==> src/rtl/i2c_encoder.sv <==
// I2C master driven by an ASCII command stream: 'S' start, hex pairs send a byte, 'P' stop.
// Each byte sent returns one response char ('A' ack / 'N' nack); commands are fetched only between bus phases.
module i2c_encoder #(
  parameter int P_QTR_DIV = 60
) (
  input  logic       i_clk,
  input  logic       i_res,
  input  logic       i_empty,
  output logic       o_ren,
  input  logic [7:0] i_rdata,
  input  logic       i_i2c_sda,
  output logic       o_scl_oe,
  output logic       o_sda_oe,
  output logic       o_wen,
  output logic [7:0] o_wdata,
  output logic       o_busy
);

  localparam int CW = (P_QTR_DIV > 1) ? $clog2(P_QTR_DIV) : 1;

  localparam logic [7:0] CH_S = 8'h53;
  localparam logic [7:0] CH_P = 8'h50;
  localparam logic [7:0] CH_A = 8'h41;
  localparam logic [7:0] CH_N = 8'h4E;

  typedef enum logic [2:0] {IDLE, FETCH, DECODE, START, RSTART, BIT, ACK, STOP} state_t;

  state_t        state;
  logic [CW-1:0] qcnt;
  logic [1:0]    qtr;
  logic [2:0]    bit_idx;
  logic [7:0]    shreg;
  logic [3:0]    nib_hi;
  logic          nib_vld;
  logic          bus_idle;
  logic          ack_smp;
  logic          sda_s1;
  logic          sda_s2;
  logic          qtr_end;
  logic          is_hex;
  logic          is_ws;
  logic [3:0]    hex_val;

  assign qtr_end = (qcnt == CW'(P_QTR_DIV - 1));
  assign is_ws   = (i_rdata == 8'h20) || (i_rdata == 8'h0D) || (i_rdata == 8'h0A);

  always_comb begin
    is_hex  = 1'b1;
    hex_val = 4'h0;
    if (i_rdata >= 8'h30 && i_rdata <= 8'h39)      hex_val = 4'(i_rdata - 8'h30);
    else if (i_rdata >= 8'h41 && i_rdata <= 8'h46) hex_val = 4'(i_rdata - 8'h37);
    else if (i_rdata >= 8'h61 && i_rdata <= 8'h66) hex_val = 4'(i_rdata - 8'h57);
    else                                           is_hex  = 1'b0;
  end

  // {scl_oe, sda_oe} for quarter q of a bus phase; b is the data bit in BIT.
  function automatic logic [1:0] drv(input state_t st, input logic [1:0] q, input logic b);
    logic [1:0] r;
    r = 2'b10;
    case (st)
      START: begin
        if (q == 2'd0)      r = 2'b00;
        else if (q == 2'd3) r = 2'b11;
        else                r = 2'b01;
      end
      RSTART: begin
        case (q)
          2'd0:    r = 2'b10;
          2'd1:    r = 2'b00;
          2'd2:    r = 2'b01;
          default: r = 2'b11;
        endcase
      end
      BIT:  r = {~q[1], ~b};
      ACK:  r = {~q[1], 1'b0};
      STOP: begin
        if (q == 2'd0)      r = 2'b11;
        else if (q == 2'd1) r = 2'b01;
        else                r = 2'b00;
      end
      default: r = 2'b10;
    endcase
    return r;
  endfunction

  always_ff @(posedge i_clk or posedge i_res) begin
    if (i_res) begin
      state    <= IDLE;
      o_ren    <= 1'b0;
      o_scl_oe <= 1'b0;
      o_sda_oe <= 1'b0;
      o_wen    <= 1'b0;
      o_wdata  <= 8'h00;
      o_busy   <= 1'b0;
      bus_idle <= 1'b1;
      nib_vld  <= 1'b0;
      nib_hi   <= 4'h0;
      qcnt     <= '0;
      qtr      <= 2'd0;
      bit_idx  <= 3'd0;
      shreg    <= 8'h00;
      ack_smp  <= 1'b0;
      sda_s1   <= 1'b1;
      sda_s2   <= 1'b1;
    end else begin
      sda_s1 <= i_i2c_sda;
      sda_s2 <= sda_s1;
      o_ren  <= 1'b0;
      o_wen  <= 1'b0;
      case (state)
        IDLE: begin
          if (!i_empty) begin
            o_ren <= 1'b1;
            state <= FETCH;
          end
        end
        FETCH: begin
          state  <= DECODE;
          o_busy <= 1'b1;
        end
        DECODE: begin
          state   <= IDLE;
          o_busy  <= 1'b0;
          qcnt    <= '0;
          qtr     <= 2'd0;
          bit_idx <= 3'd0;
          if (i_rdata == CH_S) begin
            nib_vld <= 1'b0;
            o_busy  <= 1'b1;
            if (bus_idle) begin
              state                  <= START;
              {o_scl_oe, o_sda_oe}   <= drv(START, 2'd0, 1'b0);
            end else begin
              state                  <= RSTART;
              {o_scl_oe, o_sda_oe}   <= drv(RSTART, 2'd0, 1'b0);
            end
          end else if (i_rdata == CH_P) begin
            nib_vld <= 1'b0;
            if (!bus_idle) begin
              state                <= STOP;
              o_busy               <= 1'b1;
              {o_scl_oe, o_sda_oe} <= drv(STOP, 2'd0, 1'b0);
            end
          end else if (is_hex) begin
            if (!nib_vld) begin
              nib_hi  <= hex_val;
              nib_vld <= 1'b1;
            end else begin
              nib_vld <= 1'b0;
              // A byte completed with no START in effect is dropped silently.
              if (!bus_idle) begin
                shreg                <= {nib_hi, hex_val};
                state                <= BIT;
                o_busy               <= 1'b1;
                {o_scl_oe, o_sda_oe} <= drv(BIT, 2'd0, nib_hi[3]);
              end
            end
          end else if (!is_ws) begin
            nib_vld <= 1'b0;
          end
        end
        default: begin
          if (!qtr_end) begin
            qcnt <= qcnt + CW'(1);
          end else begin
            qcnt <= '0;
            qtr  <= qtr + 2'd1;
            if (state == ACK && qtr == 2'd2) ack_smp <= sda_s2;
            if (qtr != 2'd3) begin
              {o_scl_oe, o_sda_oe} <= drv(state, qtr + 2'd1, shreg[7]);
            end else begin
              case (state)
                BIT: begin
                  if (bit_idx == 3'd7) begin
                    state                <= ACK;
                    {o_scl_oe, o_sda_oe} <= drv(ACK, 2'd0, 1'b0);
                  end else begin
                    bit_idx              <= bit_idx + 3'd1;
                    shreg                <= {shreg[6:0], 1'b0};
                    {o_scl_oe, o_sda_oe} <= drv(BIT, 2'd0, shreg[6]);
                  end
                end
                ACK: begin
                  state                <= IDLE;
                  o_busy               <= 1'b0;
                  o_wen                <= 1'b1;
                  o_wdata              <= ack_smp ? CH_N : CH_A;
                  {o_scl_oe, o_sda_oe} <= 2'b10;
                end
                STOP: begin
                  state                <= IDLE;
                  o_busy               <= 1'b0;
                  bus_idle             <= 1'b1;
                  {o_scl_oe, o_sda_oe} <= 2'b00;
                end
                default: begin
                  // START / RSTART end with SCL and SDA both held low.
                  state    <= IDLE;
                  o_busy   <= 1'b0;
                  bus_idle <= 1'b0;
                end
              endcase
            end
          end
        end
      endcase
    end
  end

endmodule

==> config.mk <==
export PLATFORM = sky130hd
export DESIGN_NAME = i2c_encoder
export DESIGN_NICKNAME = d
export VERILOG_FILES = /design/src/rtl/i2c_encoder.sv
export SDC_FILE = /design/constraint.sdc
export NUM_CORES = 1
export LEC_CHECK = 0
export CORE_MARGIN = 2
export CORE_UTILIZATION = 61
export CTS_CLUSTER_SIZE = 40
export DETAILED_ROUTE_END_ITERATION = 10
export PLACE_DENSITY = 0.95
export SYNTH_ARGS = -nofsm -noshare
export SYNTH_HDL_FRONTEND = slang
export SYNTH_SLANG_ARGS = --single-unit
==> constraint.sdc <==
create_clock -name i_clk -period 5.77 [get_ports i_clk]
set_input_delay 1.4425 -clock i_clk [delete_from_list [all_inputs] [get_ports i_clk]]
set_output_delay 1.4425 -clock i_clk [all_outputs]
set_load 0.05 [all_outputs]
==> summary.log, run 1 <==
INFO  run_status     status=completed
INFO  clocking       cts_root_buffer=sky130_fd_sc_hd__clkbuf_8
INFO  grt            groute.usage.overall=24.1%
INFO  clocking       ctsHoldBuffers=0
INFO  pwr            switching_share=41.9%
INFO  sta            clock.fmax=0.266GHz
INFO  clocking       post_cts.resized_instances=0
INFO  sta            final.period_utilization=65.2%
INFO  placed_design  gpl.final_weighted_congestion=0.879
INFO  detailed_routing drt-total-wl=4990um
INFO  detailed_routing post_drt_wl_per_cell=15.1um
INFO  clocking       htree_levels=2
INFO  yosys          async_reset_ff_share=100%
INFO  grt            grt_antenna_before_repair=0
INFO  worst_setup_path setup.reg_to_reg.worst_slack=2.98ns
INFO  cells_and_area finalNetCount=303
INFO  detailed_routing drc_violations=0
INFO  yosys          synth_edf_count=0
INFO  sta            tightestPinTransition=1.07ns
INFO  sta            report.final.hold_viol_count=0
INFO  pwr            sequentialPowerShare=41.8%
INFO  detailed_routing vias_per_cell=6.07
INFO  pwr            combPwrFrac=39.3%
INFO  yosys          synth.area.top_cells=sky130_fd_sc_hd__dfrtp_1, sky130_fd_sc_hd__mux2_2, sky130_fd_sc_hd__ha_1
INFO  floorplan      total_core_area=3940squm
INFO  yosys          synth.top_cells.by_count=sky130_fd_sc_hd__dfrtp_1, sky130_fd_sc_hd__nand2_1, sky130_fd_sc_hd__o21ai_0
INFO  clocking       number_of_clock_buffers_inserted_by_tritoncts=5
INFO  detailed_routing detailroute.via_count=2009
INFO  worst_setup_path cp_max_fo=9
INFO  pwr            power.internal=0.575mW
INFO  yosys          synth_top_cell_area_share=36.8%
INFO  yosys          netlist-cell-type-count=53
INFO  cells_and_area count_of_antenna_diodes_in_the_layout=0
INFO  worst_setup_path setup.worst_path.end_class=flip-flop
INFO  sta            timing_max_transition_violations_final=0
INFO  floorplan      overall_die_area=4530squm
INFO  pwr            static-leakage-power=1.23nW
INFO  flow_run       max-cap-violations=0
INFO  yosys          ys_warn_count=0
INFO  floorplan      rows=23
INFO  sta            setup_failing_eps_final=0
INFO  worst_setup_path worstSetupPathType=in -> reg
INFO  grt            grt-ovfl-total=0
INFO  placed_design  hpwl=3500um
INFO  floorplan      fp.dieH=67.3um
INFO  worst_setup_path worstPathRequired=5.95ns
INFO  yosys          synth_top_cell_by_area=sky130_fd_sc_hd__dfrtp_1
INFO  cells_and_area post_route_cells_drive_above_1_share=12.1%
INFO  pwr            power_density=362nW/um^2
INFO  floorplan      design.portCount=25
INFO  clocking       post-cts-setup-buffers=0
INFO  floorplan      die_w=67.3um
INFO  grt            grt_first_pass_wirelength=8180um
INFO  yosys          syn_area_per_cell=9.20squm
INFO  pwr            report.power.total=0.990mW
INFO  yosys          postSynth.topFlopCell=sky130_fd_sc_hd__dfrtp_1
INFO  pwr            worst_ir_drop_vdd=0.000206V
INFO  clocking       clock_latency=0.29ns
INFO  pwr            power.net_switching=0.415mW
INFO  hold_path      min-delay-path-class=reg -> reg
INFO  worst_setup_path critPathArrivalTime=3.94ns
INFO  sta            grt_setup_unrepaired=no
INFO  cells_and_area layout-area-overhead-vs-synth=11.8%
INFO  worst_setup_path crit_path_start_kind=input pin
INFO  sta            fin_tns_setup=0ns
INFO  clocking       tritoncts_clock_tree=built
INFO  clocking       path_clk_slew=0.08ns
INFO  clocking       clock_sink_count=39
INFO  yosys          postSynthCellCount=266
INFO  sta            slew_headroom=27.8%
INFO  sta            finalClockSkew=0.00388ns
INFO  yosys          synth_seq_area_share=40.1%
INFO  sta            post-route-min-period=3.76ns
INFO  floorplan      floorplan.initialDensity=62.0%
INFO  yosys          synth_most_common_cell=sky130_fd_sc_hd__dfrtp_1
INFO  yosys          ffs_latches_synth=39
INFO  detailed_routing initial_drt_pass_iterations=4
INFO  yosys          synth.cell_area=2450squm
INFO  detailed_routing first_iter_violations=186
INFO  grt            first_global_vias=1820
INFO  cells_and_area layout.filler_cells=289
INFO  grt            pin_count_of_the_biggest_net_entering_global_routing=40
INFO  clocking       cts-root-to-sink-buffers=2
INFO  pwr            clkPwrFrac=18.9%
INFO  placed_design  buffer_ports.inserted=21
INFO  detailed_routing antenna_left=0
flip-flops by register name, summed over array words and instances (netlist names), 2 cells and up:
register and flops:
bit_idx 3, state 3, nib_hi 4, o_wdata 3, shreg 8, qcnt 6
qtr 2
routing by layer:
metal	wire length, um	part of all wire, %	up-vias	GRT usage, %
li1	-	-	971	-
met3	207	4.1	8	4.00
met2	2470	50	51	38.1
met5	0	0	-	0
met4	70	1.4	0	12.2
met1	2240	45	979	31.8
cells by family after synthesis:
group                    share of synthesized area, %
adder cells (fa/ha/maj)                          5.63
multiplexers                                     8.03
buffers and inverters                            6.50
other                                           0.153
AO/OA/AOI/OAI                                    20.2
AND/OR/NAND/NOR                                  18.4
flip-flops                                       40.1
XOR/XNOR                                         1.07
power groups by stage:
stage                     Clock [mW]  Combinational, mW  Sequential, mW
after floorplan                    0              0.307           0.399
after CTS                      0.191              0.385           0.410
final                          0.187              0.389           0.414
after global routing           0.203              0.432           0.423
after global placement             0              0.370           0.411
after detailed placement           0              0.381           0.416
placed cells by master, fill, tap and decap left out, types with 3 or more instances in the layout:
cell type	instances
sky130_fd_sc_hd__clkbuf_8	5
sky130_fd_sc_hd__o211ai_1	3
sky130_fd_sc_hd__inv_1	18
sky130_fd_sc_hd__nand2b_1	3
sky130_fd_sc_hd__clkdlybuf4s50_1	21
sky130_fd_sc_hd__ha_1	11
sky130_fd_sc_hd__mux2i_1	5
sky130_fd_sc_hd__mux2_2	13
sky130_fd_sc_hd__dfstp_2	3
sky130_fd_sc_hd__and2_1	3
sky130_fd_sc_hd__nand2_1	27
sky130_fd_sc_hd__or2_2	3
sky130_fd_sc_hd__conb_1	3
sky130_fd_sc_hd__nor2_1	14
sky130_fd_sc_hd__nand3_1	7
sky130_fd_sc_hd__a22o_1	4
sky130_fd_sc_hd__a31oi_1	3
sky130_fd_sc_hd__dfrtp_1	36
sky130_fd_sc_hd__a21oi_1	14
sky130_fd_sc_hd__nand4_1	4
sky130_fd_sc_hd__nor2b_1	8
sky130_fd_sc_hd__nor3_1	7
sky130_fd_sc_hd__o21ai_0	23
final cells by class:
| type | instances | area [sq um] | area share (%) |
|---|---|---|---|
| flip-flops and latches | 39 | 980 | 35.8 |
| clock buffers | 5 | 68.8 | 2.52 |
| repair buffers | 22 | 218 | 7.96 |
| clock inverters | 3 | 23.8 | 0.869 |
| multi-input cells | 194 | 1320 | 48.1 |
| inverters | 18 | 67.6 | 2.47 |
| well taps | 50 | 62.6 | 2.29 |
stage by stage:
step                      hold WS (ns)  std cells  instance area (sq um)  setup slack [ns]  utilization [%]
after floorplan                  0.345        268                   2450              2.40                -
after global placement           0.345        323                   2640              1.81             67.0
after detailed placement         0.355        323                   2640              1.74             67.0
final                            0.365        331                   2740              2.01             69.4
after CTS                        0.367        331                   2740              2.05             69.4
after global routing             0.369        331                   2740              1.89             69.4
critical path: stages:
cell	delay, ns
sky130_fd_sc_hd__clkdlybuf4s50_1	0.55
sky130_fd_sc_hd__or4b_4	0.59
sky130_fd_sc_hd__a311oi_2	0.43
sky130_fd_sc_hd__o21ba_2	0.26
sky130_fd_sc_hd__a2bb2oi_4	0.28
sky130_fd_sc_hd__mux2_2	0.38
final timing paths:
kind / depth (start not counted) / endpoint / from
min in group asynchronous: 3 / bit_idx[1]$_DFFE_PP0P_ / i_res
min: 0 / sda_s2$_DFF_PP1_ / sda_s1$_DFF_PP1_
max reg2reg: 5 / nib_hi[1]$_DFFE_PP0P_ / state[1]$_DFFE_PP0P_
max in group asynchronous: 3 / bus_idle$_DFFE_PP1P_ / i_res
min reg2reg: 0 / sda_s2$_DFF_PP1_ / sda_s1$_DFF_PP1_
max: 6 / shreg[0]$_DFFE_PP0P_ / i_rdata[3]
Power figures use the tool's default switching activity.
==> run 2: changes to the inputs <==
--- a/config.mk
+++ b/config.mk
@@ -6,10 +6,10 @@
 export NUM_CORES = 1
 export LEC_CHECK = 0
 export CORE_MARGIN = 2
-export CORE_UTILIZATION = 61
+export CORE_UTILIZATION = 51
 export CTS_CLUSTER_SIZE = 40
 export DETAILED_ROUTE_END_ITERATION = 10
-export PLACE_DENSITY = 0.95
+export PLACE_DENSITY = 0.86
 export SYNTH_ARGS = -nofsm -noshare
 export SYNTH_HDL_FRONTEND = slang
 export SYNTH_SLANG_ARGS = --single-unit
==> constraint.sdc (replaced) <==
create_clock -name i_clk -period 3.2 [get_ports i_clk]
set_input_delay 0.8 -clock i_clk [delete_from_list [all_inputs] [get_ports i_clk]]
set_output_delay 0.8 -clock i_clk [all_outputs]
set_load 0.05 [all_outputs]
==> run 2 against run 1 <==
Against the previous run:
- worst hold slack got worse by 0.0078 ns
- setup slack lost 1.7 ns
- via count is 0.90% higher
- first-iteration DRC count up 23%
- count of clock-buffer cells in the layout grew 1
- clock skew up 0.0041 ns
- utilization is 9.3 points lower
- highest routed layer unchanged
==> summary.log, run 2 (synthesis gave the netlist of run 1 again) <==
INFO  sta            post-route-min-period=2.92ns
INFO  worst_setup_path crit_path_start_kind=input pin
INFO  pwr            worst_ir_drop_vdd=0.000380V [+85%]
INFO  detailed_routing first_iter_violations=228 [+23%]
INFO  grt            first_global_vias=1881 [+3.4%]
INFO  sta            final.period_utilization=91.3%
INFO  pwr            power_density=647nW/um^2 [+79%]
INFO  cells_and_area regMostFlops=shreg
INFO  worst_setup_path setup.worst_path.end_class=flip-flop
INFO  floorplan      total_core_area=4660squm [+18%]
INFO  cells_and_area highest_count_cells_in_the_layout_ignoring_fill_and_taps=sky130_fd_sc_hd__dfrtp_1, sky130_fd_sc_hd__nand2_1, sky130_fd_sc_hd__o21ai_0, sky130_fd_sc_hd__clkdlybuf4s50_1, sky130_fd_sc_hd__inv_1
INFO  floorplan      fp.dieH=73.3um [+8.8%]
INFO  floorplan      floorplan.initialDensity=52.5% [-9.6 points]
INFO  cells_and_area largest_register_ff_count=8 [unchanged]
INFO  pwr            power.net_switching=0.754mW [+82%]
INFO  clocking       path_clk_slew=0.08ns [about the same]
INFO  sta            timing_max_transition_violations_final=0 [unchanged]
INFO  placed_design  gpl.final_weighted_congestion=0.905 [+2.9%]
INFO  cells_and_area finalNetCount=312 [+3.0%]
INFO  cells_and_area layout.filler_cells=411 [+42%]
INFO  clocking       post-cts-setup-buffers=0 [unchanged]
INFO  placed_design  hpwl=3660um [+4.7%]
INFO  sta            clock.fmax=0.342GHz
INFO  clocking       clock_sink_count=39 [unchanged]
INFO  cells_and_area count_of_antenna_diodes_in_the_layout=0 [unchanged]
INFO  sta            fin_tns_setup=0ns [unchanged]
INFO  cells_and_area post_route_cells_drive_above_1_share=14.5% [+2.4 points]
INFO  grt            pin_count_of_the_biggest_net_entering_global_routing=40 [unchanged]
INFO  floorplan      overall_die_area=5370squm [+18%]
INFO  detailed_routing initial_drt_pass_iterations=5 [+1]
INFO  clocking       htree_levels=2 [unchanged]
INFO  sta            slew_headroom=49.1% [+21 points]
INFO  clocking       cts_root_buffer=sky130_fd_sc_hd__clkbuf_8
INFO  clocking       post_cts.resized_instances=0 [unchanged]
INFO  floorplan      design.portCount=25 [unchanged]
INFO  detailed_routing vias_per_cell=5.89 [-2.9%]
INFO  sta            setup_failing_eps_final=0 [unchanged]
INFO  pwr            switching_share=41.6% [-0.28 points]
INFO  grt            grt_first_pass_wirelength=8750um [+7.0%]
INFO  floorplan      die_w=73.3um [+8.8%]
INFO  sta            finalClockSkew=0.00797ns [+0.00409 ns]
INFO  floorplan      rows=25 [+8.7%]
INFO  pwr            clkPwrFrac=18.3% [-0.6 points]
INFO  placed_design  buffer_ports.inserted=21 [unchanged]
INFO  sta            grt_setup_unrepaired=no
INFO  clocking       ctsHoldBuffers=0 [unchanged]
INFO  flow_run       max-cap-violations=0 [unchanged]
INFO  worst_setup_path critPathArrivalTime=3.11ns [-0.83 ns]
INFO  clocking       clock_latency=0.30ns [about the same]
INFO  detailed_routing detailroute.via_count=2027 [+0.90%]
INFO  clocking       tritoncts_clock_tree=built
INFO  pwr            combPwrFrac=41.8% [+2.5 points]
INFO  sta            tightestPinTransition=0.761ns [-0.314 ns]
INFO  worst_setup_path worstSetupPathType=in -> reg
INFO  clocking       cts-root-to-sink-buffers=2 [unchanged]
INFO  detailed_routing drt-total-wl=5240um [+4.9%]
INFO  sta            report.final.hold_viol_count=0 [unchanged]
INFO  worst_setup_path worstPathRequired=3.39ns [-2.56 ns]
INFO  detailed_routing drc_violations=0 [unchanged]
INFO  grt            grt-ovfl-total=0 [unchanged]
INFO  cells_and_area final_common_cell=sky130_fd_sc_hd__dfrtp_1
INFO  cells_and_area layout-area-overhead-vs-synth=14.5%
INFO  grt            grt_antenna_before_repair=0 [unchanged]
INFO  detailed_routing post_drt_wl_per_cell=15.2um [+0.96%]
INFO  pwr            static-leakage-power=1.28nW [+3.6%]
INFO  pwr            sequentialPowerShare=39.8% [-2.0 points]
INFO  detailed_routing antenna_left=0 [unchanged]
INFO  cells_and_area largestRegisters=shreg: 8 flops, qcnt: 6 flops, nib_hi: 4 flops
INFO  run_status     status=completed
INFO  clocking       number_of_clock_buffers_inserted_by_tritoncts=5 [unchanged]
INFO  cells_and_area layout.core_utilization=60.1% [-9.3 points]
INFO  grt            groute.usage.overall=21.0% [-3.1 points]
INFO  worst_setup_path cp_max_fo=7 [-2]
INFO  hold_path      min-delay-path-class=reg -> reg
INFO  pwr            power.internal=1.06mW [+84%]
-- run 2: worst max-delay path: stages --
cell and delay, ns:
sky130_fd_sc_hd__clkdlybuf4s50_1 0.45, sky130_fd_sc_hd__inv_1 0.10, sky130_fd_sc_hd__ha_1 0.26, sky130_fd_sc_hd__nor3b_1 0.37, sky130_fd_sc_hd__a311oi_2 0.09, sky130_fd_sc_hd__o21ba_2 0.28, sky130_fd_sc_hd__o32ai_1 0.37, sky130_fd_sc_hd__mux2_2 0.38
-- run 2: path summary, 6_finish.rpt --
| check | from | end | slack [ns] | cells after the start |
|---|---|---|---|---|
| hold / removal | sda_s1$_DFF_PP1_ | sda_s2$_DFF_PP1_ | 0.36 | 0 |
| setup reg to reg | qcnt[0]$_DFFE_PP0P_ | shreg[7]$_DFFE_PP0P_ | 0.71 | 6 |
| min in group asynchronous | i_res | o_wdata[6]$_DFFE_PP0P_ | 0.93 | 3 |
| max in group asynchronous | i_res | sda_s1$_DFF_PP1_ | 1.91 | 3 |
| setup / recovery | i_rdata[0] | o_sda_oe$_DFFE_PP0P_ | 0.28 | 8 |
| hold reg to reg | sda_s1$_DFF_PP1_ | sda_s2$_DFF_PP1_ | 0.36 | 0 |
-- run 2: layout make-up --
cell class / instances / area (sq um) / area share [%]
well taps: 54 / 67.6 / 2.41
flip-flops and latches: 39 / 980 / 35.0
clock inverters: 2 / 12.5 / 0.447
inverters: 18 / 67.6 / 2.41
multi-input cells: 194 / 1320 / 47.0
clock buffers: 6 / 72.6 / 2.59
repair buffers: 31 / 285 / 10.2
-- run 2: stage by stage --
step | hold WS (ns) | instances | setup slack (ns) | area, sq um | power [mW]
floorplan | 0.345 | 268 | 0.477 | 2450 | 1.27
global placement | 0.346 | 336 | 0.0940 | 2720 | 1.45
detailed placement | 0.347 | 336 | 0.0102 | 2720 | 1.47
CTS | 0.359 | 344 | 0.310 | 2800 | 1.81
global route | 0.361 | 344 | 0.116 | 2800 | 1.95
finish | 0.357 | 344 | 0.279 | 2800 | 1.81
-- run 2: routing by layer --
metal  global-route usage [%]  share of wire, %  vias up
met5                        0                 0        -
met4                     8.02               1.4        0
met3                     4.94               5.0        7
met2                     31.8                47       66
met1                     29.1                47      965
li1                         -                 -      989
-- run 2: power groups by stage --
stage / registers [mW] / logic (mW) / clock network, mW
6_report: 0.722 / 0.758 / 0.332
5_1_grt: 0.738 / 0.842 / 0.366
4_1_cts: 0.718 / 0.752 / 0.340
3_5_place_dp: 0.725 / 0.745 / 0
3_3_place_gp: 0.720 / 0.729 / 0
2_1_floorplan: 0.719 / 0.553 / 0
==> run 3: changes to the inputs <==
==> config.mk (replaced) <==
export PLATFORM = sky130hd
export DESIGN_NAME = i2c_encoder
export DESIGN_NICKNAME = d
export VERILOG_FILES = /design/src/rtl/i2c_encoder.sv
export SDC_FILE = /design/constraint.sdc
export NUM_CORES = 1
export LEC_CHECK = 0
export CELL_PAD_IN_SITES_DETAIL_PLACEMENT = 0
export CELL_PAD_IN_SITES_GLOBAL_PLACEMENT = 1
export CORE_MARGIN = 3
export CORE_UTILIZATION = 39
export CTS_CLUSTER_SIZE = 40
export DETAILED_ROUTE_END_ITERATION = 10
export PLACE_DENSITY = 0.85
export SYNTH_ARGS = -nofsm -noshare
export SYNTH_HDL_FRONTEND = slang
export SYNTH_SLANG_ARGS = --single-unit
==> run 3 against run 2 <==
Against the previous run:
- maximum frequency rose by 2.4%
- clock skew down 0.0018 ns
- die area grew 35%
- cell area up 1.6%
- non-clock buffer count increased by 3
- register-to-register slack improved by 0.24 ns
- sequential share of layout area down 0.55 points
- flip-flop and latch count did not move
- largest power group unchanged
==> summary.log, run 3 (synthesis gave the netlist of run 1 again) <==
INFO  run_status     status=completed
INFO  detailed_routing antenna_left=0 [unchanged]
INFO  cells_and_area regMostFlops=shreg
INFO  placed_design  hpwl=3940um [+7.5%]
INFO  cells_and_area layout-area-overhead-vs-synth=16.3%
INFO  grt            pin_count_of_the_biggest_net_entering_global_routing=40 [unchanged]
INFO  hold_path      min-delay-path-class=reg -> reg
INFO  cells_and_area finish.instance_area=2850squm [+1.6%]
INFO  grt            grt_first_pass_wirelength=9460um [+8.1%]
INFO  cells_and_area post_route_cells_drive_above_1_share=15.0% [+0.53 points]
INFO  detailed_routing post_drt_wl_per_cell=14.3um [-5.9%]
INFO  worst_setup_path setup.worst_path.end_class=flip-flop
INFO  placed_design  place_area=2760squm [+1.8%]
INFO  worst_setup_path critPathArrivalTime=3.02ns [-0.09 ns]
INFO  grt            first_global_vias=2002 [+6.4%]
INFO  floorplan      total_core_area=5990squm [+29%]
INFO  worst_setup_path cp-startpoint=i_rdata[0]
INFO  placed_design  gpl.final_weighted_congestion=0.830 [-8.3%]
INFO  clocking       clock_latency=0.29ns [about the same]
INFO  pwr            report.power.total=1.80mW [-0.77%]
INFO  detailed_routing vias_per_cell=5.40 [-8.4%]
INFO  hold_path      whs_path_depth=0 [unchanged]
INFO  cells_and_area largest_register_ff_count=8 [unchanged]
INFO  sta            tightestPinTransition=0.797ns [+0.0362 ns]
INFO  worst_setup_path cp_max_fo=8 [+1]
INFO  detailed_routing drc_violations=0 [unchanged]
INFO  detailed_routing drt-total-wl=5270um [+0.69%]
INFO  cells_and_area finalNetCount=315 [+0.96%]
INFO  detailed_routing first_iter_violations=256 [+12%]
INFO  detailed_routing detailroute.via_count=1987 [-2.0%]
INFO  floorplan      floorplan.initialDensity=40.8% [-12 points]
INFO  pwr            worst_ir_drop_vdd=0.000449V [+18%]
INFO  floorplan      die_w=85.2um [+16%]
INFO  clocking       post-cts-setup-buffers=0 [unchanged]
INFO  sta            final.period_utilization=89.2% [-2.1 points]
INFO  sta            timing_max_transition_violations_final=0 [unchanged]
INFO  clocking       cts_root_buffer=sky130_fd_sc_hd__clkbuf_8
INFO  flow_run       max-cap-violations=0 [unchanged]
INFO  worst_setup_path timing.critical_path.cells=clkdlybuf4s50_1, inv_1, ha_1, o21bai_1, a21oi_1, o21ba_2, a2bb2oi_4, mux2_2
INFO  sta            post-route-min-period=2.85ns [-0.0685 ns]
INFO  sta            finalClockSkew=0.00620ns [-0.00178 ns]
INFO  worst_setup_path cp_num_buf_inv=2 [unchanged]
INFO  worst_setup_path reg2reg_depth=6 [unchanged]
INFO  sta            clock.fmax=0.351GHz [+2.4%]
INFO  cells_and_area final_common_cell=sky130_fd_sc_hd__dfrtp_1
INFO  worst_setup_path cpLargestDelayFamily=compound AO/OA/AOI/OAI gates
INFO  clocking       htree_levels=2 [unchanged]
INFO  worst_setup_path worstPathRequired=3.37ns [-0.02 ns]
INFO  floorplan      fp.dieH=85.2um [+16%]
INFO  cells_and_area finish.cell_count_without_fillers=368 [+7.0%]
INFO  clocking       path_clk_slew=0.07ns [about the same]
INFO  pwr            static-leakage-power=1.30nW [+1.3%]
INFO  worst_setup_path worstReg2RegStart=qtr[0]$_DFFE_PP0P_
INFO  worst_setup_path cp_max_stage_cell=sky130_fd_sc_hd__clkdlybuf4s50_1
INFO  grt            grt-ovfl-total=0 [unchanged]
INFO  clocking       ctsHoldBuffers=0 [unchanged]
INFO  placed_design  buffer_ports.inserted=21 [unchanged]
INFO  detailed_routing initial_drt_pass_iterations=4 [-1]
INFO  worst_setup_path crit_path_start_kind=input pin
INFO  sta            report.final.hold_viol_count=0 [unchanged]
INFO  clocking       tritoncts_clock_tree=built
INFO  grt            groute.usage.overall=15.8% [-5.2 points]
INFO  sta            fin_tns_setup=0ns [unchanged]
INFO  floorplan      rows=28 [+12%]
INFO  worst_setup_path cp_num_cells=8 [unchanged]
INFO  cells_and_area highest_count_cells_in_the_layout_ignoring_fill_and_taps=sky130_fd_sc_hd__dfrtp_1, sky130_fd_sc_hd__nand2_1, sky130_fd_sc_hd__o21ai_0, sky130_fd_sc_hd__clkdlybuf4s50_1, sky130_fd_sc_hd__inv_1
INFO  clocking       post_cts.resized_instances=0 [unchanged]
INFO  cells_and_area count_of_antenna_diodes_in_the_layout=0 [unchanged]
INFO  floorplan      overall_die_area=7260squm [+35%]
INFO  clocking       number_of_clock_buffers_inserted_by_tritoncts=5 [unchanged]
INFO  floorplan      design.portCount=25 [unchanged]
INFO  cells_and_area largestRegisters=shreg: 8 flops, qcnt: 6 flops, nib_hi: 4 flops
INFO  grt            grt_antenna_before_repair=0 [unchanged]
INFO  sta            grt_setup_unrepaired=no
INFO  clocking       cts-root-to-sink-buffers=2 [unchanged]
INFO  worst_setup_path critical_path.max_stage_delay=0.46ns [about the same]
INFO  clocking       clock_sink_count=39 [unchanged]
INFO  pwr            power_density=632nW/um^2 [-2.3%]
INFO  worst_setup_path worstSetupPathType=in -> reg
INFO  placed_design  post-place-cells=360 [+7.1%]
INFO  hold_path      min_from=sda_s1$_DFF_PP1_
INFO  sta            setup_failing_eps_final=0 [unchanged]
INFO  sta            slew_headroom=46.7% [-2.4 points]
## run 3: layer usage
layer	GRT usage (%)	up-vias	part of all wire, %
met5	0	-	0
met4	4.32	0	1.4
met3	3.30	8	4.2
met2	23.7	49	46
met1	23.1	938	49
li1	-	992	-
## run 3: area by class of cell
| type | count | area, sq um |
|---|---|---|
| well taps | 75 | 93.8 |
| fillers | 571 | 3150 |
| flip-flops and latches | 39 | 980 |
| repair buffers | 34 | 308 |
| clock buffers | 7 | 76.3 |
| clock inverters | 1 | 5.00 |
| inverters | 18 | 67.6 |
| multi-input cells | 194 | 1320 |
## run 3: report_power, final
part	internal (mW)	switching, mW	leakage, nW
registers	0.602	0.129	0.502
logic	0.308	0.439	0.751
clock network	0.153	0.168	0.0422
## run 3: stage by stage
stage / worst slack (ns) / hold slack (ns) / utilization, %
final: 0.347 / 0.359 / 47.5
after global routing: 0.133 / 0.366 / 47.5
after CTS: 0.357 / 0.360 / 47.5
after detailed placement: 0.0609 / 0.349 / 46.1
after global placement: 0.108 / 0.347 / 46.1
after floorplan: 0.477 / 0.345 / -
## run 3: path summary, 6_finish.rpt
kind / to / slack (ns)
max: shreg[0]$_DFFE_PP0P_ / 0.35
min reg2reg: sda_s2$_DFF_PP1_ / 0.36
max reg2reg: shreg[0]$_DFFE_PP0P_ / 0.95
max in group asynchronous: sda_s2$_DFF_PP1_ / 1.92
min: sda_s2$_DFF_PP1_ / 0.36
min in group asynchronous: qcnt[5]$_DFFE_PP0P_ / 0.93
## run 3: worst reg2reg max path, delay by kind of cell, from the launching register on
kind	cells	cell delay (ns)
AO/OA/AOI/OAI	1	0.36
adder cells (fa/ha/maj)	1	0.43
buffers and inverters	1	0.10
flip-flops	1	0.43
multiplexers	1	0.37
AND/OR/NAND/NOR	2	0.45
==> RTL edit 1 (flow settings as in run 2) <==
Change the parameter `P_QTR_DIV` from 60 to 120.
--- a/src/rtl/i2c_encoder.sv
+++ b/src/rtl/i2c_encoder.sv
@@ -2,5 +2,5 @@
 // Each byte sent returns one response char ('A' ack / 'N' nack); commands are fetched only between bus phases.
 module i2c_encoder #(
-  parameter int P_QTR_DIV = 60
+  parameter int P_QTR_DIV = 120
 ) (
   input  logic       i_clk,
Function: no difference found for any inputs over 10 cycles, from zero or initial values; that may be too few to reach the edited logic, so the function may still have changed.
==> RTL edit 1 against run 2 <==
  * Global-route usage down 0.098 points
  * Sequential cell count up 1
  * Critical path depth unchanged
  * Synthesized area up 0.77%
  * Routed wire length down 3.0%
  * Worst setup slack better by 0.13 ns
  * Core utilization up 1.1 points
  * Cell area up 2.5%
  * Critical endpoint is now shreg[7]$_DFFE_PP0P_
  * Largest cell class unchanged
Power is not compared: it rests on default switching activity, and its combinational part moved more than twofold at a synthesized area within 25%.
==> RTL edit 1: results (changes against run 2) <==
- GPL Wtd Cong: 0.890 (-1.7%)
- Reg2reg start: state[1]$_DFFE_PP0P_
- Adder-cell share of the synthesized area: 0.0599 (+0.00363)
- Met3 global-route usage: 0.0412 (-0.00823)
- Total GRT Usage: 0.209 (-0.000980)
- Cell types with the highest counts after synthesis: 37 x dfrtp_1, 24 x nand2_1, 21 x a21oi_1, 17 x o21ai_0, 15 x nor2_1
- Violation count after the first detailed-routing iteration: 200 (-12%)
- Crit-path max FO: 8 (+1)
- Final net count: 305 (-2.2%)
- Final Non-Filler Cells: 337 (-2.0%)
- Worst-case register-to-register setup slack: 0.79 ns (+0.08 ns)
- Number of fill cells in the layout: 390 (-5.1%)
- Proportion of synthesized flip-flops having asynchronous set or reset: 1.00 (unchanged)
- Met1 capacity usage during global routing: 0.277 (-0.0139)
- Clk_skew: 0.00658 ns (-0.00139 ns)
- Reg2reg end: o_scl_oe$_DFFE_PP0P_
- CP Data Arrival Time: 2.98 ns (-0.13 ns)
- Leading registers by flop count: shreg x8, qcnt x7, nib_hi x4
- Router iterations before antenna repair: 4 (-1)
- Area share of xor/xnor cells in the synthesized design: 0.0178 (+0.00702)
- Clock network latency to the later pin of the worst-skew pair: 0.30 ns (about the same)
- Total wire length: 5.08 mm (-3.0%)
- Number of global-route vias before repair: 1957 (+4.0%)
- ANT cells: 0 (unchanged)
- Max-slew headroom: 0.551 (+0.0599)
- Met2 track demand over resource: 0.342 (+0.0239)
- FMAX: 0.358 GHz (+4.6%)
- CP endpoint: shreg[7]$_DFFE_PP0P_
- Cell count after synthesis: 258 (-3.0%)
- Distinct cells, synth: 56 (+5.7%)
- Global-route wire length before repair: 8.86 mm (+1.3%)
- Total cell area at the placement stage: 2740 um^2 (+0.83%)
- Timing startpoint of the critical path: i_rdata[1]
- Cell count of the worst reg-to-reg path: 5 (-1)
- Run status: complete, no violations
- Seq. cell area: 1000 um^2 (+2.6%)
- Wire length the detailed router placed on met1: 2.25 mm (-8.0%)
- Biggest area contributors in the synthesized netlist: dfrtp_1 38%, mux2_2 6.4%, ha_1 5.6%, a21oi_1 4.3%, nand2_1 3.7%
- DR WL met3: 271 um (+4.2%)
- Min Hold Slack: 0.358 ns (+0.00123 ns)
- Routed vias/inst: 6.05 (+2.7%)
- Count of flip-flops with a built-in enable after synthesis: 0 (unchanged)
- Post-place setup slack: 0.0744 ns (+0.0641 ns)
- Seq/Total Area, Yosys: 0.408 (+0.00710)
- Proportion of layout cells with a drive suffix above 1: 0.141 (-0.00348)
- Placed cell count: 329 (-2.1%)
- Multiplexer share of the synthesized area: 0.0843 (+0.00396)
- Routed wire length on met2: 2.48 mm (+0.77%)
## RTL edit 1: changes by cell type in the layout (fill, tap and decap cells not counted), sizes merged, moves of 3 or more
cell / change
and2: -4
o21ai: -6
xor2: +3
or3: +4
nor2b: -4
a311oi: -3
nand2: -3
or2: -3
nor4b: +4
a21oi: +8
inv: -5
o211ai: -3
## RTL edit 1: final cells by class
class / count / share of cell area
Tap cell: 54 / 0.0235
Clock inverter: 2 / 0.0209
Timing Repair Buffer: 31 / 0.0994
Inverter: 14 / 0.0183
Multi-Input combinational cell: 190 / 0.463
Sequential cell: 40 / 0.350
Clock buffer: 6 / 0.0253
## RTL edit 1: critical path, cell delays in order
cell and delay [ns]:
clkdlybuf4s50_1 0.55, inv_1 0.08, ha_1 0.21, nor3b_1 0.16
nand3b_1 0.18, a211o_1 0.33, a21oi_4 0.29, mux2_2 0.37
==> RTL edit 2 (settings of run 2) <==
Made on the original files. The 8 states of `state_t` get a Gray code encoding in 3 bits.
--- a/src/rtl/i2c_encoder.sv
+++ b/src/rtl/i2c_encoder.sv
@@ -24,5 +24,5 @@
   localparam logic [7:0] CH_N = 8'h4E;
 
-  typedef enum logic [2:0] {IDLE, FETCH, DECODE, START, RSTART, BIT, ACK, STOP} state_t;
+  typedef enum logic [2:0] {IDLE = 3'b000, FETCH = 3'b001, DECODE = 3'b011, START = 3'b010, RSTART = 3'b110, BIT = 3'b111, ACK = 3'b101, STOP = 3'b100} state_t;
 
   state_t        state;
Check against the original RTL: same outputs for any inputs over 10 cycles, from zero or initial values; not proved beyond that.
==> RTL edit 2 against run 2 <==
  * Sequential power up 0.8%
  * Critical path type unchanged
  * Via count shrank 4.6%
  * Cell area down 0.22%
  * Total power fell by 5.2%
  * Non-clock buffer count down 7
  * Largest power group is now sequential cells
  * Combinational power shrank 23%
  * Sequential cell count did not move
  * Largest cell class unchanged
  * Sequential share of layout area up 0.078 points
  * Routed wire length shrank 5.7%
  * Synthesized area is 0.77% higher
  * Die area rose by 0.72%
  * Highest routed layer unchanged
  * Worst setup slack better by 0.092 ns
==> RTL edit 2: results (changes against run 2) <==
- Switching power of the nets: 0.654 mW (-13%)
- Final net count: 294 (-5.8%)
- Post-place setup slack: 0.0853 ns (+0.0750 ns)
- CP Data Arrival Time: 3.01 ns (-0.10 ns)
- Proportion of layout cells with a drive suffix above 1: 0.158 (+0.0133)
- Multi-input gate share of total cell area: 0.484 (+0.0145)
- Total wire length: 4.94 mm (-5.7%)
- Clock network power share: 0.236 (+0.053)
- Global-route wire length before repair: 8.49 mm (-2.9%)
- Reg2reg end: nib_hi[2]$_DFFE_PP0P_
- Worst-case register-to-register setup slack: 0.89 ns (+0.18 ns)
- CP endpoint: o_scl_oe$_DFFE_PP0P_
- Average instance area after synthesis: 9.78 um^2 (+6.4%)
- Timing startpoint of the critical path: i_rdata[1]
- Number of gates resized after cts: 0 (unchanged)
- Crit-path max FO: 5 (-2)
- Combinational fraction of design power: 0.340 (-0.078)
- DR WL met3: 185 um (-29%)
- Reg2reg start: state[0]$_DFFE_PP0P_
- Worst IR drop on VDD: 0.272 mV (-28%)
- Leakage power: 1.20 nW (-5.9%)
- Total cell area at the placement stage: 2680 um^2 (-1.2%)
- Met3 global-route usage: 0.0398 (-0.00960)
- Cell types with the highest counts after synthesis: 36 x dfrtp_1, 25 x nand2_1, 19 x nor2_1, 14 x o21ai_0, 13 x mux2_2
- Met2 track demand over resource: 0.323 (+0.00509)
- Seq/Total Area, Yosys: 0.397 (-0.00305)
- Layout clock area frac: 0.0403 (+0.00992)
- Routed wire length on met2: 2.39 mm (-2.8%)
- GPL Wtd Cong: 0.882 (-2.5%)
- Min Hold Slack: 0.358 ns (+0.000681 ns)
- Number of fill cells in the layout: 394 (-4.1%)
- Layout buffering overhead excluding clock cells: 0.0833 (-0.0186)
- Count of multi-input gates: 188 (-3.1%)
- Vias after detailed routing: 1934 (-4.6%)
- Number of global-route vias before repair: 1824 (-3.0%)
- Violation count after the first detailed-routing iteration: 251 (+10%)
- Met1 capacity usage during global routing: 0.277 (-0.0137)
- Cell count of the worst reg-to-reg path: 5 (-1)
- Run status: complete, no violations
- Non-clock buffer instance count of the final layout: 24 (-23%)
- Placed cell count: 318 (-5.4%)
- Count of H-tree levels built during CTS: 2 (unchanged)
- Area share of xor/xnor cells in the synthesized design: 0.0142 (+0.00347)
- Sequential fraction of total cell area: 0.351 (+0.000784)
- Worst-margin pin slew: 0.734 ns (-0.0273 ns)
- Distinct cells, synth: 62 (+17%)
- Pwr dens: 615 nW/um^2 (-5.0%)
- Core region area: 4690 um^2 (+0.67%)
- Synth Area in Compound Gates: 0.158 (-0.0432)
- Biggest area contributors in the synthesized netlist: dfrtp_1 37%, mux2_2 5.9%, ha_1 5.6%, nand2_1 3.8%, dfstp_2 3.2%
- Total GRT Usage: 0.201 (-0.00847)
- Multiplexer share of the synthesized area: 0.102 (+0.0217)
- Detailed-route wire length per cell: 15.1 um (-0.48%)
- Wire length the detailed router placed on met1: 2.30 mm (-5.8%)
- FMAX: 0.353 GHz (+3.2%)
- Post-DP HPWL: 3.68 mm (+0.46%)
- Non-Filler Cell Area, Final: 2790 um^2 (-0.22%)
[RTL edit 2: cell types whose count changed after synthesis, moves of 3 or more]
| cell | delta |
|---|---|
| nor2b_1 | -5 |
| mux2_1 | +4 |
| clkbuf_1 | -7 |
| a22o_1 | -4 |
| inv_1 | -6 |
| nor2_1 | +5 |
| a21oi_1 | -7 |
| nand3_1 | +4 |
| nor3_1 | -3 |
| buf_2 | +3 |
| o21ai_0 | -9 |
[RTL edit 2: kinds of logic (layout without fill, tap and decap cells)]
| logic type | count (synthesis) | after routing |
|---|---|---|
| other cells | 1 | 3 |
| compound gates | 53 | 53 |
| xor+xnor | 4 | 4 |
| fa+ha+maj | 11 | 11 |
| mux | 23 | 23 |
| simple gates | 94 | 94 |
| buf+inv | 27 | 45 |
| flops | 39 | 39 |
[RTL edit 2: critical path, cell delays in order]
cell	delay, ns
clkdlybuf4s50_1	0.55
inv_1	0.09
ha_1	0.23
nor3b_1	0.27
and4bb_2	0.32
o21ai_2	0.20
a221o_1	0.21
mux2_1	0.34
